[src/rtl/xs3_pkg.sv]
// Shared definitions for the excess-3 word converter: FSM states and
// the constants that define the legal excess-3 code range.
package xs3_pkg;

    typedef enum logic [1:0] {
        IDLE    = 2'd0,
        CONVERT = 2'd1,
        DONE    = 2'd2
    } xs3_state_e;

    localparam logic [3:0] XS3_OFFSET = 4'd3;
    localparam logic [3:0] XS3_MIN    = 4'b0011;
    localparam logic [3:0] XS3_MAX    = 4'b1100;

    // True when the 4-bit code is a legal excess-3 digit.
    function automatic logic xs3_legal(input logic [3:0] code);
        return (code >= XS3_MIN) && (code <= XS3_MAX);
    endfunction

endpackage

[src/rtl/xs3_digit_conv.sv]
// Combinational single-digit excess-3 to BCD converter.
// Illegal codes yield value 0 with valid low.
module xs3_digit_conv
    import xs3_pkg::*;
(
    input  logic [3:0] code,
    output logic [3:0] value,
    output logic       valid
);

    // Decode one excess-3 digit; illegal codes map to zero.
    always_comb begin
        valid = xs3_legal(code);
        if (valid) begin
            value = code - XS3_OFFSET;
        end else begin
            value = 4'd0;
        end
    end

endmodule

[src/rtl/xs3_word_converter_ctrl.sv]
// Word-level excess-3 to BCD converter. Accepts a word in IDLE, converts
// one digit per cycle through a single shared digit converter, then holds
// the result in DONE until the consumer takes it.
module xs3_word_converter_ctrl
    import xs3_pkg::*;
#(
    parameter int NDIGITS = 4
) (
    input  logic                   clk,
    input  logic                   rst,
    input  logic                   in_valid,
    output logic                   in_ready,
    input  logic [4*NDIGITS-1:0]   in_word,
    output logic                   out_valid,
    input  logic                   out_ready,
    output logic [4*NDIGITS-1:0]   out_bcd,
    output logic [NDIGITS-1:0]     out_err_mask,
    output logic                   out_ok,
    output logic [7:0]             word_count
);

    localparam int IDXW = (NDIGITS > 1) ? $clog2(NDIGITS) : 1;
    localparam logic [IDXW-1:0] LAST_IDX = IDXW'(NDIGITS - 1);

    xs3_state_e             state_q, state_d;
    logic [IDXW-1:0]        idx_q, idx_d;
    logic [4*NDIGITS-1:0]   word_q, word_d;
    logic [4*NDIGITS-1:0]   bcd_q, bcd_d;
    logic [NDIGITS-1:0]     err_q, err_d;
    logic [7:0]             cnt_q, cnt_d;

    logic [3:0]             cur_code_s;
    logic [3:0]             cur_value_s;
    logic                   cur_valid_s;

    // The one shared converter sees the nibble picked by the digit index.
    assign cur_code_s = word_q[{idx_q, 2'b00} +: 4];

    xs3_digit_conv u_digit_conv (
        .code  (cur_code_s),
        .value (cur_value_s),
        .valid (cur_valid_s)
    );

    // Next-state and datapath update for the accept/convert/hold sequence.
    always_comb begin
        state_d = state_q;
        idx_d   = idx_q;
        word_d  = word_q;
        bcd_d   = bcd_q;
        err_d   = err_q;
        cnt_d   = cnt_q;
        case (state_q)
            IDLE: begin
                if (in_valid) begin
                    word_d  = in_word;
                    idx_d   = '0;
                    bcd_d   = '0;
                    err_d   = '0;
                    state_d = CONVERT;
                end else begin
                    state_d = IDLE;
                end
            end
            CONVERT: begin
                bcd_d[{idx_q, 2'b00} +: 4] = cur_value_s;
                err_d[idx_q]               = ~cur_valid_s;
                if (idx_q == LAST_IDX) begin
                    state_d = DONE;
                end else begin
                    idx_d = idx_q + 1'b1;
                end
            end
            DONE: begin
                if (out_ready) begin
                    state_d = IDLE;
                    cnt_d   = cnt_q + 8'd1;
                end else begin
                    state_d = DONE;
                end
            end
            default: begin
                state_d = IDLE;
            end
        endcase
    end

    // State and datapath registers with synchronous reset.
    always_ff @(posedge clk) begin
        if (rst) begin
            state_q <= IDLE;
            idx_q   <= '0;
            word_q  <= '0;
            bcd_q   <= '0;
            err_q   <= '0;
            cnt_q   <= 8'd0;
        end else begin
            state_q <= state_d;
            idx_q   <= idx_d;
            word_q  <= word_d;
            bcd_q   <= bcd_d;
            err_q   <= err_d;
            cnt_q   <= cnt_d;
        end
    end

    assign in_ready     = (state_q == IDLE);
    assign out_valid    = (state_q == DONE);
    assign out_bcd      = bcd_q;
    assign out_err_mask = err_q;
    assign out_ok       = ~|err_q;
    assign word_count   = cnt_q;

endmodule

[config.mk]
export PLATFORM = sky130hd
export DESIGN_NAME = xs3_word_converter_ctrl
export DESIGN_NICKNAME = d
export VERILOG_FILES = /design/src/rtl/xs3_pkg.sv /design/src/rtl/xs3_digit_conv.sv /design/src/rtl/xs3_word_converter_ctrl.sv
export SDC_FILE = /design/constraint.sdc
export NUM_CORES = 1
export LEC_CHECK = 0
export BUFFER_PORTS_ARGS = -buffer_cell sky130_fd_sc_hd__buf_2
export CAP_MARGIN = 40
export CORE_MARGIN = 4
export CORE_UTILIZATION = 45
export DETAILED_ROUTE_END_ITERATION = 10
export PLACE_DENSITY = 0.7
export SETUP_SLACK_MARGIN = 0.3
export SYNTH_ARGS = -nofsm -noshare
export SYNTH_HDL_FRONTEND = slang
export SYNTH_HIERARCHICAL = 1
export SYNTH_SLANG_ARGS = --single-unit
[constraint.sdc]
create_clock -name clk -period 6.6 [get_ports clk]
set_input_delay 0.66 -clock clk [delete_from_list [all_inputs] [get_ports clk]]
set_output_delay 0.66 -clock clk [all_outputs]
set_load 0.005 [all_outputs]
Word-level counts from Yosys, hierarchy flattened
Index checks and enable logic that the tools add are counted.
W data, S select, Z words.
- bits in registers: 48
- bits of input ports: 20
- logic and storage cells: 50
- $lt $le $gt $ge: 4
- reductions and logical operators: 10
- bitwise logic cells: 1
- multiplexer cells: 16
- shifts and indexed selects: 3
- equal/unequal tests: 6
- add/subtract/negate cells: 4
- operator list (operator ; count):
    $pmux W16 S2 ; 1
    $bwmux W16 ; 1
    $mux W16 ; 1
    $shift A4 B6 Y16 const A ; 1
    $shiftx A16 B5 Y4 ; 1
    $shiftx A4 B6 Y16 ; 1
    $add A8 B1 Y8 const B ; 1
    $mux W2 ; 4
    $mux W4 ; 2
    $pmux W4 S2 ; 1
    $ne A2 B2 Y1 const B ; 3
    $neg A4 Y6 ; 1
    $pmux W2 S3 ; 1
    $reduce_and A2 Y1 ; 3
    $bwmux W4 ; 1
    $eq A2 B2 Y1 const B ; 2
    $ge A4 B2 Y1 const B ; 1
    $le A4 B4 Y1 const B ; 1
    $pmux W2 S2 ; 1
    $reduce_or A4 Y1 ; 1
    $sub A4 B2 Y4 const B ; 1
    $lt A2 B3 Y1 const B ; 1
    $reduce_and A3 Y1 ; 1
    $add A2 B1 Y2 const B ; 1
    9 further kinds ; 11

Logic depth before layout (Yosys ltp)
Gate-level depths: netlist (run 1).
- depth after elaboration: 7
- gate-level depth with buffers: 9
- mapped depth without buffers: 8

Modules after synthesis
Netlist (run 1), hierarchy kept.
- by module, submodules not included (module ; area each (sq um) ; seq. area each (sq um) ; cells an instance ; instances):
    xs3_word_converter_ctrl ; 2183.3 ; 960.9 ; 235 ; 1
    xs3_digit_conv ; 113.9 ; 0.0 ; 17 ; 1

Worst setup path after synthesis (run 1)
No wires, ideal clock.
- path type: register -> register
- start: reg idx_q[1]
- end: reg err_q[0] (netlist: out_err_mask[0])
- stages on the path, launching flop included: 9
- arrival time: 2184 ps
- path buffers: 1
- period minus slack after synthesis: 2254 ps
- path slack: 4346 ps
- required time: 6530 ps
- cell sequence: dfxtp_1 clkbuf_1 mux4_2 ha_1 nor3_1 a21oi_2 nor3b_1 nand4bb_1 a21oi_1
- longest elaborated chain between the ends: 6
- elaborated cells on any way between the ends: 12
- ends and longest elaborated chain (what ; line ; source):
    from (decl) ; xs3_word_converter_ctrl.sv:26 ; logic [IDXW-1:0] idx_q, idx_d;
    from (signal assigned) ; xs3_word_converter_ctrl.sv:99 ; idx_q <= idx_d;
    $shiftx A16 B5 Y4 * ; xs3_word_converter_ctrl.sv:37 ; assign cur_code_s = word_q[{idx_q, 2'b00} +: 4];
    named net cur_code_s[0] ; xs3_word_converter_ctrl.sv:32 ; logic [3:0] cur_code_s;
    $ge A4 B2 Y1 / $le A4 B4 Y1 (equally long branches) ; xs3_pkg.sv:17 ; return (code >= XS3_MIN) && (code <= XS3_MAX);
    $logic_and A1 B1 Y1 * ; xs3_pkg.sv:17 ;
    named net cur_valid_s ; xs3_word_converter_ctrl.sv:34 ; logic cur_valid_s;
    $not A1 Y1 * ; xs3_word_converter_ctrl.sv:67 ; err_d[idx_q] = ~cur_valid_s;
    $bwmux W4 * ; xs3_word_converter_ctrl.sv:67 ;
    $pmux W4 S2 * ; xs3_word_converter_ctrl.sv:53 ; case (state_q)
    to (signal assigned) ; xs3_word_converter_ctrl.sv:102 ; err_q <= err_d;
    to (decl) ; xs3_word_converter_ctrl.sv:29 ; logic [NDIGITS-1:0] err_q, err_d;
The timed path passes the listed nets; every way through them passes the cells marked *.
A chain may end at the register's enable or synchronous reset.

Worst setup path after layout (run 1)
- start: reg idx_q[1]
- end: reg bcd_q[1] (netlist: out_bcd[1])
- longest elaborated chain between the ends: 7
- elaborated cells on any way between the ends: 11
- ends and longest elaborated chain (what ; line ; source):
    $shiftx A16 B5 Y4 * ; xs3_word_converter_ctrl.sv:37 ;
    named net cur_code_s[0] ; xs3_word_converter_ctrl.sv:32 ;
    $ge A4 B2 Y1 / $le A4 B4 Y1 (equally long branches) ; xs3_pkg.sv:17 ;
    $logic_and A1 B1 Y1 * ; xs3_pkg.sv:17 ;
    named net cur_valid_s ; xs3_word_converter_ctrl.sv:34 ;
    $mux W4 * ; xs3_digit_conv.sv:14 ; if (valid) begin
    named net cur_value_s[1] ; xs3_word_converter_ctrl.sv:33 ; logic [3:0] cur_value_s;
    $shiftx A4 B6 Y16 * ; xs3_word_converter_ctrl.sv:66 ; bcd_d[{idx_q, 2'b00} +: 4] = cur_value_s;
    $bwmux W16 * ; xs3_word_converter_ctrl.sv:66 ;
    $pmux W16 S2 * ; xs3_word_converter_ctrl.sv:53 ;
    to (signal assigned) ; xs3_word_converter_ctrl.sv:94 ; bcd_q <= '0;
    to (signal assigned) ; xs3_word_converter_ctrl.sv:101 ; bcd_q <= bcd_d;
    to (decl) ; xs3_word_converter_ctrl.sv:28 ; logic [4*NDIGITS-1:0] bcd_q, bcd_d;
Marked as above.

==> results.toml, run 1 <==
[logic_synthesis]
synth.avg_cell_area_sq_um = 9.12
ys_dominant_reg_cell = "sky130_fd_sc_hd__dfxtp_1"
synth_fp_nets = 283
synth_enable_flop_cells = 0
synth_cells = 252
synth_area_leader_cell = "sky130_fd_sc_hd__dfxtp_1"
yosys.cell_types.count = 46
yosys_warnings = 6
ys_seq_area_share_pct = 41.8
synthArstFlopShare_pct = 0
mappedNetlistArea_sq_um = 2300
synth_seq_cells = 48
ys_top_cells_by_area = "sky130_fd_sc_hd__dfxtp_1 42%, sky130_fd_sc_hd__a21oi_1 7.4%, sky130_fd_sc_hd__ha_1 6.0%, sky130_fd_sc_hd__nand2_1 5.9%, sky130_fd_sc_hd__mux4_2 3.9%"
synth_top_cell_area_share_pct = 41.8

[status]
status = "completed"

[clocking]
ctsRootBufferMaster = "sky130_fd_sc_hd__clkbuf_8"
cts_num_sinks = 48
cts_clk_pin_slew_worst_paths_ns = 0.08
cts_post_setup_buffers_inserted = 0
clock_insertion_delay_worst_skew_ns = 0.30
cts_repair_resize_count = 0
cts_tree = "done"
cts_hold_buf = 0
cts_buffers = 5
clock_tree.htree_level_count = 2
cts_buffer_depth = 2

[worst_setup_path]
reg2reg_setup_slack_ns = 4.13
ff2ff_path_depth = 8
r2r_start = "idx_q[1]"
critical_path_peak_fanout = 10
crit_start = "idx_q[1]"
setup.worst_path.end_class = "flip-flop"
rr_endpoint = "out_bcd[1]"
worst_ep_arrival_time_ns = 2.69
worst_setup_path_endpoint = "out_bcd[1]"
start_kind = "flip-flop"
setup.worst_path.class = "flip-flop to flip-flop"
worstPathRequired_ns = 6.82

[sta]
tns_ns = 0
slew_violations = 0
setup_viol_count_final = 0
post-route-worst-setup-slack_ns = 4.13
max_slew_margin_pct = 46.7
transition_at_the_pin_with_the_smallest_max_transition_slack_ns = 0.800
unrepaired_setup_endpoints_after_global_routing = "false"
post-route-min-period_ns = 2.47
hold_violations = 0
max_freq_ghz = 0.405
finalCritPeriodShare_pct = 37.4
worst_clock_skew_ns = 0.00346

[floorplanning]
die_w_microns = 79.5
die_h_microns = 79.5
effective_utilization_at_floorplan_pct = 47.4
placementRows = 25
dieArea_sq_um = 6310
floorplan.core_area_sq_um = 4850
boundaryPins = 51

[drt]
via_count = 1949
detailedRoute.firstPassIterationCount = 6
drc = 0
wire_per_inst_microns = 13.6
final_antenna_net_count = 0
drt_wl_total_mm = 4.93
post_drt_via_cell_ratio = 5.37
initialDrtViolationCount = 121

[worst_hold_path]
worstHoldPathType = "flip-flop to flip-flop"

[power]
power_density_nw_per_um2 = 206
power.total_mw = 0.550
max-vdd-ir-drop_v = 0.0000929
power.static_leakage_nw = 1.08

[global_routing]
grt_first_pass_wirelength_mm = 8.34
grt_util_all_layers_pct = 16.5
antenna_found_initial = 0
grt_pass1_vias = 1795
largest_net_degree_at_the_start_of_global_routing = 46
globalRoute.totalOverflow = 0

[place]
gpl.final_weighted_congestion = 0.772
dp_hpwl_mm = 3.51
numPortBuffers = 50
detailedPlace.worstSlack_ns = 4.18
placed_area_sq_um = 2580

[layout]
synthToLayoutAreaGrowth_pct = 16.3
drive_above_1_share_pct = 23.0
final.fill_count = 472
finalNetCount = 326
final_area_sq_um = 2670
diodes = 0

[job]
maxCapViolCount = 0
==> area by class of cell <==
type                            instances  area [sq um]  area share (%)
Multi-Input combinational cell        181          1230            46.0
Sequential cell                        48           961            36.0
Timing Repair Buffer                   51           278            10.4
Clock buffer                            8          90.1            3.37
Tap cell                               67          83.8            3.14
Inverter                                8          30.0            1.12
==> critical path, cell delays in order (launching register included) <==
cell and delay, ns:
sky130_fd_sc_hd__dfxtp_1 0.62, sky130_fd_sc_hd__mux4_2 0.59, sky130_fd_sc_hd__inv_1 0.11, sky130_fd_sc_hd__ha_1 0.24, sky130_fd_sc_hd__nor2b_4 0.06, sky130_fd_sc_hd__a21oi_2 0.24, sky130_fd_sc_hd__and2_1 0.29, sky130_fd_sc_hd__nand3_1 0.10
sky130_fd_sc_hd__a21oi_1 0.14
==> Yosys cell counts, types with 2 or more instances <==
cell,count
sky130_fd_sc_hd__dfxtp_1,48
sky130_fd_sc_hd__nand2_1,36
sky130_fd_sc_hd__a21oi_1,34
sky130_fd_sc_hd__nand3_1,13
sky130_fd_sc_hd__ha_1,11
sky130_fd_sc_hd__o21ai_0,11
sky130_fd_sc_hd__nor2_1,10
sky130_fd_sc_hd__a22o_1,8
sky130_fd_sc_hd__inv_1,7
sky130_fd_sc_hd__clkbuf_1,6
sky130_fd_sc_hd__buf_2,5
sky130_fd_sc_hd__mux2i_1,5
sky130_fd_sc_hd__mux4_2,4
sky130_fd_sc_hd__a31oi_1,3
sky130_fd_sc_hd__mux2_1,3
sky130_fd_sc_hd__nand3b_1,3
sky130_fd_sc_hd__nand4bb_1,3
sky130_fd_sc_hd__nor4bb_1,3
sky130_fd_sc_hd__and2_1,2
sky130_fd_sc_hd__buf_4,2
sky130_fd_sc_hd__nand2b_1,2
sky130_fd_sc_hd__nor2b_1,2
sky130_fd_sc_hd__nor3_1,2
sky130_fd_sc_hd__nor3b_4,2
sky130_fd_sc_hd__nor4_1,2
sky130_fd_sc_hd__o31ai_1,2
sky130_fd_sc_hd__or3_1,2
sky130_fd_sc_hd__or3b_1,2
sky130_fd_sc_hd__or4_1,2
==> flip-flops by register name (all words and copies together), names as in the netlist <==
name,count
out_err_mask,4
word_q,16
idx_q,2
word_count,8
state_q,2
out_bcd,16
==> power by group <==
part	internal [mW]	switching (mW)	leakage (nW)
clock	0.0855	0.0913	0.0455
sequential	0.298	0.00981	0.390
combinational	0.0284	0.0378	0.645
==> metal layers <==
metal | share of wire, % | global-route usage, % | routed length [microns] | up-vias
met5 | 0 | 0 | 0 | -
met4 | 1.3 | 5.15 | 62 | 0
met3 | 4.8 | 3.72 | 236 | 6
met2 | 47 | 27.4 | 2310 | 40
met1 | 47 | 21.2 | 2310 | 918
li1 | - | - | - | 985
==> worst min-delay path by stage <==
stage	from	end	slack, ns	cells after the start
5_1_grt	word_q[15]	word_q[15]	0.48	2
6_report	word_q[5]	word_q[5]	0.46	2
3_3_place_gp	word_q[5]	word_q[5]	0.44	2
4_1_cts	word_q[5]	word_q[5]	0.46	2
2_1_floorplan	word_q[4]	word_q[4]	0.43	2
3_5_place_dp	word_q[5]	word_q[5]	0.45	2
==> metrics by stage <==
stage / instances / utilization, % / hold WS (ns)
3_3_place_gp: 354 / 52.7 / 0.443
3_5_place_dp: 355 / 53.2 / 0.447
5_1_grt: 363 / 55.1 / 0.482
6_report: 363 / 55.1 / 0.458
4_1_cts: 363 / 55.1 / 0.459
2_1_floorplan: 252 / - / 0.433
==> layout by cell type (no fill, tap or decap), types with 3 or more instances in the layout <==
cell type / netlist / final
sky130_fd_sc_hd__dfxtp_1: 48 / 48
sky130_fd_sc_hd__a31oi_1: 3 / 3
sky130_fd_sc_hd__nor4bb_1: 3 / 3
sky130_fd_sc_hd__o21ai_0: 11 / 11
sky130_fd_sc_hd__a22o_1: 8 / 8
sky130_fd_sc_hd__a21oi_1: 34 / 34
sky130_fd_sc_hd__mux2_1: 3 / 3
sky130_fd_sc_hd__nand2_1: 36 / 36
sky130_fd_sc_hd__nand3b_1: 3 / 3
sky130_fd_sc_hd__nand3_1: 13 / 13
sky130_fd_sc_hd__clkbuf_8: 0 / 6
sky130_fd_sc_hd__inv_1: 7 / 7
sky130_fd_sc_hd__nor2_1: 10 / 10
sky130_fd_sc_hd__mux4_2: 4 / 4
sky130_fd_sc_hd__nand4bb_1: 3 / 3
sky130_fd_sc_hd__mux2i_1: 5 / 5
sky130_fd_sc_hd__ha_1: 11 / 11
sky130_fd_sc_hd__buf_2: 5 / 50
==> cells by family after synthesis <==
kind of cell    share of synthesized area [%]
mux                                      7.57
buf+inv                                  4.68
fa+ha+maj                                5.99
simple gates                             23.3
compound gates                           15.8
flops                                    41.8
xor+xnor                                0.763
Note: power is estimated with default switching activity, not from simulation.
==> inputs of run 2 (changes only) <==
- clock period: 6.6 -> 2.39 ns (I/O delays scaled with it)
==> run 2 against run 1 <==
Net effect: register-to-register slack lost 3.8 ns; worst setup slack lost 3.8 ns; worst hold slack lost 0.29 ns; non-clock buffer count grew 6; clock power grew to 2.8 times the previous value; power grew to 2.8 times the previous value; global-route usage grew 0.060 points; combinational power grew to 3.2 times the previous value; first-iteration DRC count grew 9.9%; via count grew 1.9%; clock skew grew 0.00050 ns; sequential power grew to 2.7 times the previous value.
==> results.toml, run 2 (synthesized netlist as in run 1, its figures left out) <==
[worst_setup_path]
start_kind = "flip-flop"
r2r_start = "idx_q[1]"
crit_path_max_incr_delay_ns = 0.56
crit_start = "idx_q[1]"
critical_path_peak_fanout = 5
cell_chain_of_the_critical_path = "mux4_2 -> inv_1 -> ha_2 -> nor2b_4 -> a21oi_4 -> and2_4 -> nand3_1 -> a21oi_1"
setup.worst_path.class = "flip-flop to flip-flop"
setup.worst_path.end_class = "flip-flop"
worstPathRequired_ns = 2.63
worst_ep_arrival_time_ns = 2.27
critical-path-slowest-cell = "sky130_fd_sc_hd__mux4_2"

[layout]
final_area_sq_um = 2770
drive_above_1_share_pct = 28.1
synthToLayoutAreaGrowth_pct = 20.4
final.fill_count = 444
final_cell_mix = "50 x sky130_fd_sc_hd__buf_2, 47 x sky130_fd_sc_hd__dfxtp_1, 36 x sky130_fd_sc_hd__nand2_1"
finalNetCount = 332
diodes = 0
most_common_cell_after_layout_fill_and_taps_aside = "sky130_fd_sc_hd__buf_2"

[clocking]
cts_buffers = 5
cts_clk_pin_slew_worst_paths_ns = 0.08
clock_tree.htree_level_count = 2
cts_hold_buf = 0
ctsRootBufferMaster = "sky130_fd_sc_hd__clkbuf_8"
cts_buffer_depth = 2
cts_num_sinks = 48
clock_insertion_delay_worst_skew_ns = 0.30
cts_tree = "done"

[place]
numPortBuffers = 50
gpl.final_weighted_congestion = 0.778
dp_hpwl_mm = 3.53
placed_area_sq_um = 2600

[worst_hold_path]
worstHoldPathType = "input pin to flip-flop"
hold_path.startpoint = "in_word[7]"

[global_routing]
grt_first_pass_wirelength_mm = 8.38
grt_pass1_vias = 1830
largest_net_degree_at_the_start_of_global_routing = 27
grt_util_all_layers_pct = 16.6
antenna_found_initial = 0
globalRoute.totalOverflow = 0

[power]
sequentialPowerShare_pct = 54.4
power.static_leakage_nw = 1.13
clock_network_fraction_of_total_power_pct = 31.9
power_switching_mw = 0.405
intPower_mw = 1.15
power_density_nw_per_um2 = 561
netSwitchingFraction_pct = 26.1
power_frac_comb_pct = 13.7
max-vdd-ir-drop_v = 0.000295

[drt]
final_antenna_net_count = 0
initialDrtViolationCount = 133
drc = 0
detailedRoute.firstPassIterationCount = 4
via_count = 1986
post_drt_via_cell_ratio = 5.38
drt_wl_total_mm = 5.05
wire_per_inst_microns = 13.7

[sta]
worst_clock_skew_ns = 0.00397
hold_violations = 0
setup_viol_count_final = 0
unrepaired_setup_endpoints_after_global_routing = "true"
transition_at_the_pin_with_the_smallest_max_transition_slack_ns = 0.764
max_slew_margin_pct = 49.0
post-route-min-period_ns = 2.03
slew_violations = 0
finalCritPeriodShare_pct = 85.0
max_freq_ghz = 0.492
tns_ns = 0

[floorplanning]
die_h_microns = 79.5
boundaryPins = 51
effective_utilization_at_floorplan_pct = 47.4
die_w_microns = 79.5
floorplan.core_area_sq_um = 4850
dieArea_sq_um = 6310
placementRows = 25

[job]
maxCapViolCount = 0

[status]
status = "completed"
## run 2: power by group through the flow
| stage | clock network, mW | logic (mW) | registers [mW] |
|---|---|---|---|
| 2_1_floorplan | 0 | 0.150 | 0.851 |
| 3_3_place_gp | 0 | 0.189 | 0.864 |
| 3_5_place_dp | 0 | 0.192 | 0.864 |
| 4_1_cts | 0.510 | 0.196 | 0.845 |
| 5_1_grt | 0.543 | 0.236 | 0.849 |
| 6_report | 0.494 | 0.213 | 0.844 |
## run 2: area by class of cell
cell class / instances / area (sq um) / share of cell area, %
tap: 67 / 83.8 / 3.03
sequential: 48 / 965 / 34.9
clock inverter: 2 / 10.0 / 0.362
timing repair buffer: 57 / 303 / 10.9
clock buffer: 6 / 82.6 / 2.99
inverter: 8 / 30.0 / 1.09
multi-input combinational: 181 / 1290 / 46.7
## run 2: timing repair
item | in CTS | in global routing
setup buffers | 0 | 1
gates resized for setup | 3 | 11
endpoints found under the setup margin | 14 | 18
pin swaps | 0 | 3
## run 2: per-layer routing
layer	global-route usage [%]	share of wire, %
met1	21.4	45
met3	3.95	5.8
met4	5.67	0.93
met5	0	0
met2	27.0	49
## run 2: path summary, 6_finish.rpt
kind                            slack, ns          to  cells after the start
worst min register to register       0.46   word_q[8]                      2
worst max register to register       0.36  out_bcd[0]                      8
worst max-delay path                 0.36  out_bcd[0]                      8
worst min-delay path                 0.17   word_q[7]                      3
## run 2: per-stage QoR
| stage | power (mW) | hold WS [ns] | cells | util (%) | setup slack (ns) |
|---|---|---|---|---|---|
| after floorplan | 1.00 | 0.375 | 252 | - | 0.303 |
| after global placement | 1.05 | 0.443 | 360 | 53.7 | 0.248 |
| after detailed placement | 1.06 | 0.447 | 360 | 53.7 | 0.157 |
| after CTS | 1.55 | 0.160 | 368 | 55.7 | 0.262 |
| after global routing | 1.63 | 0.166 | 369 | 57.1 | 0.252 |
| final | 1.55 | 0.167 | 369 | 57.1 | 0.358 |
## run 2: critical path: cells and delay by family (launching register included)
family | cells | cell delay, ns
mux | 1 | 0.56
flops | 1 | 0.39
compound gates | 2 | 0.35
simple gates | 3 | 0.34
fa+ha+maj | 1 | 0.21
buf+inv | 1 | 0.12
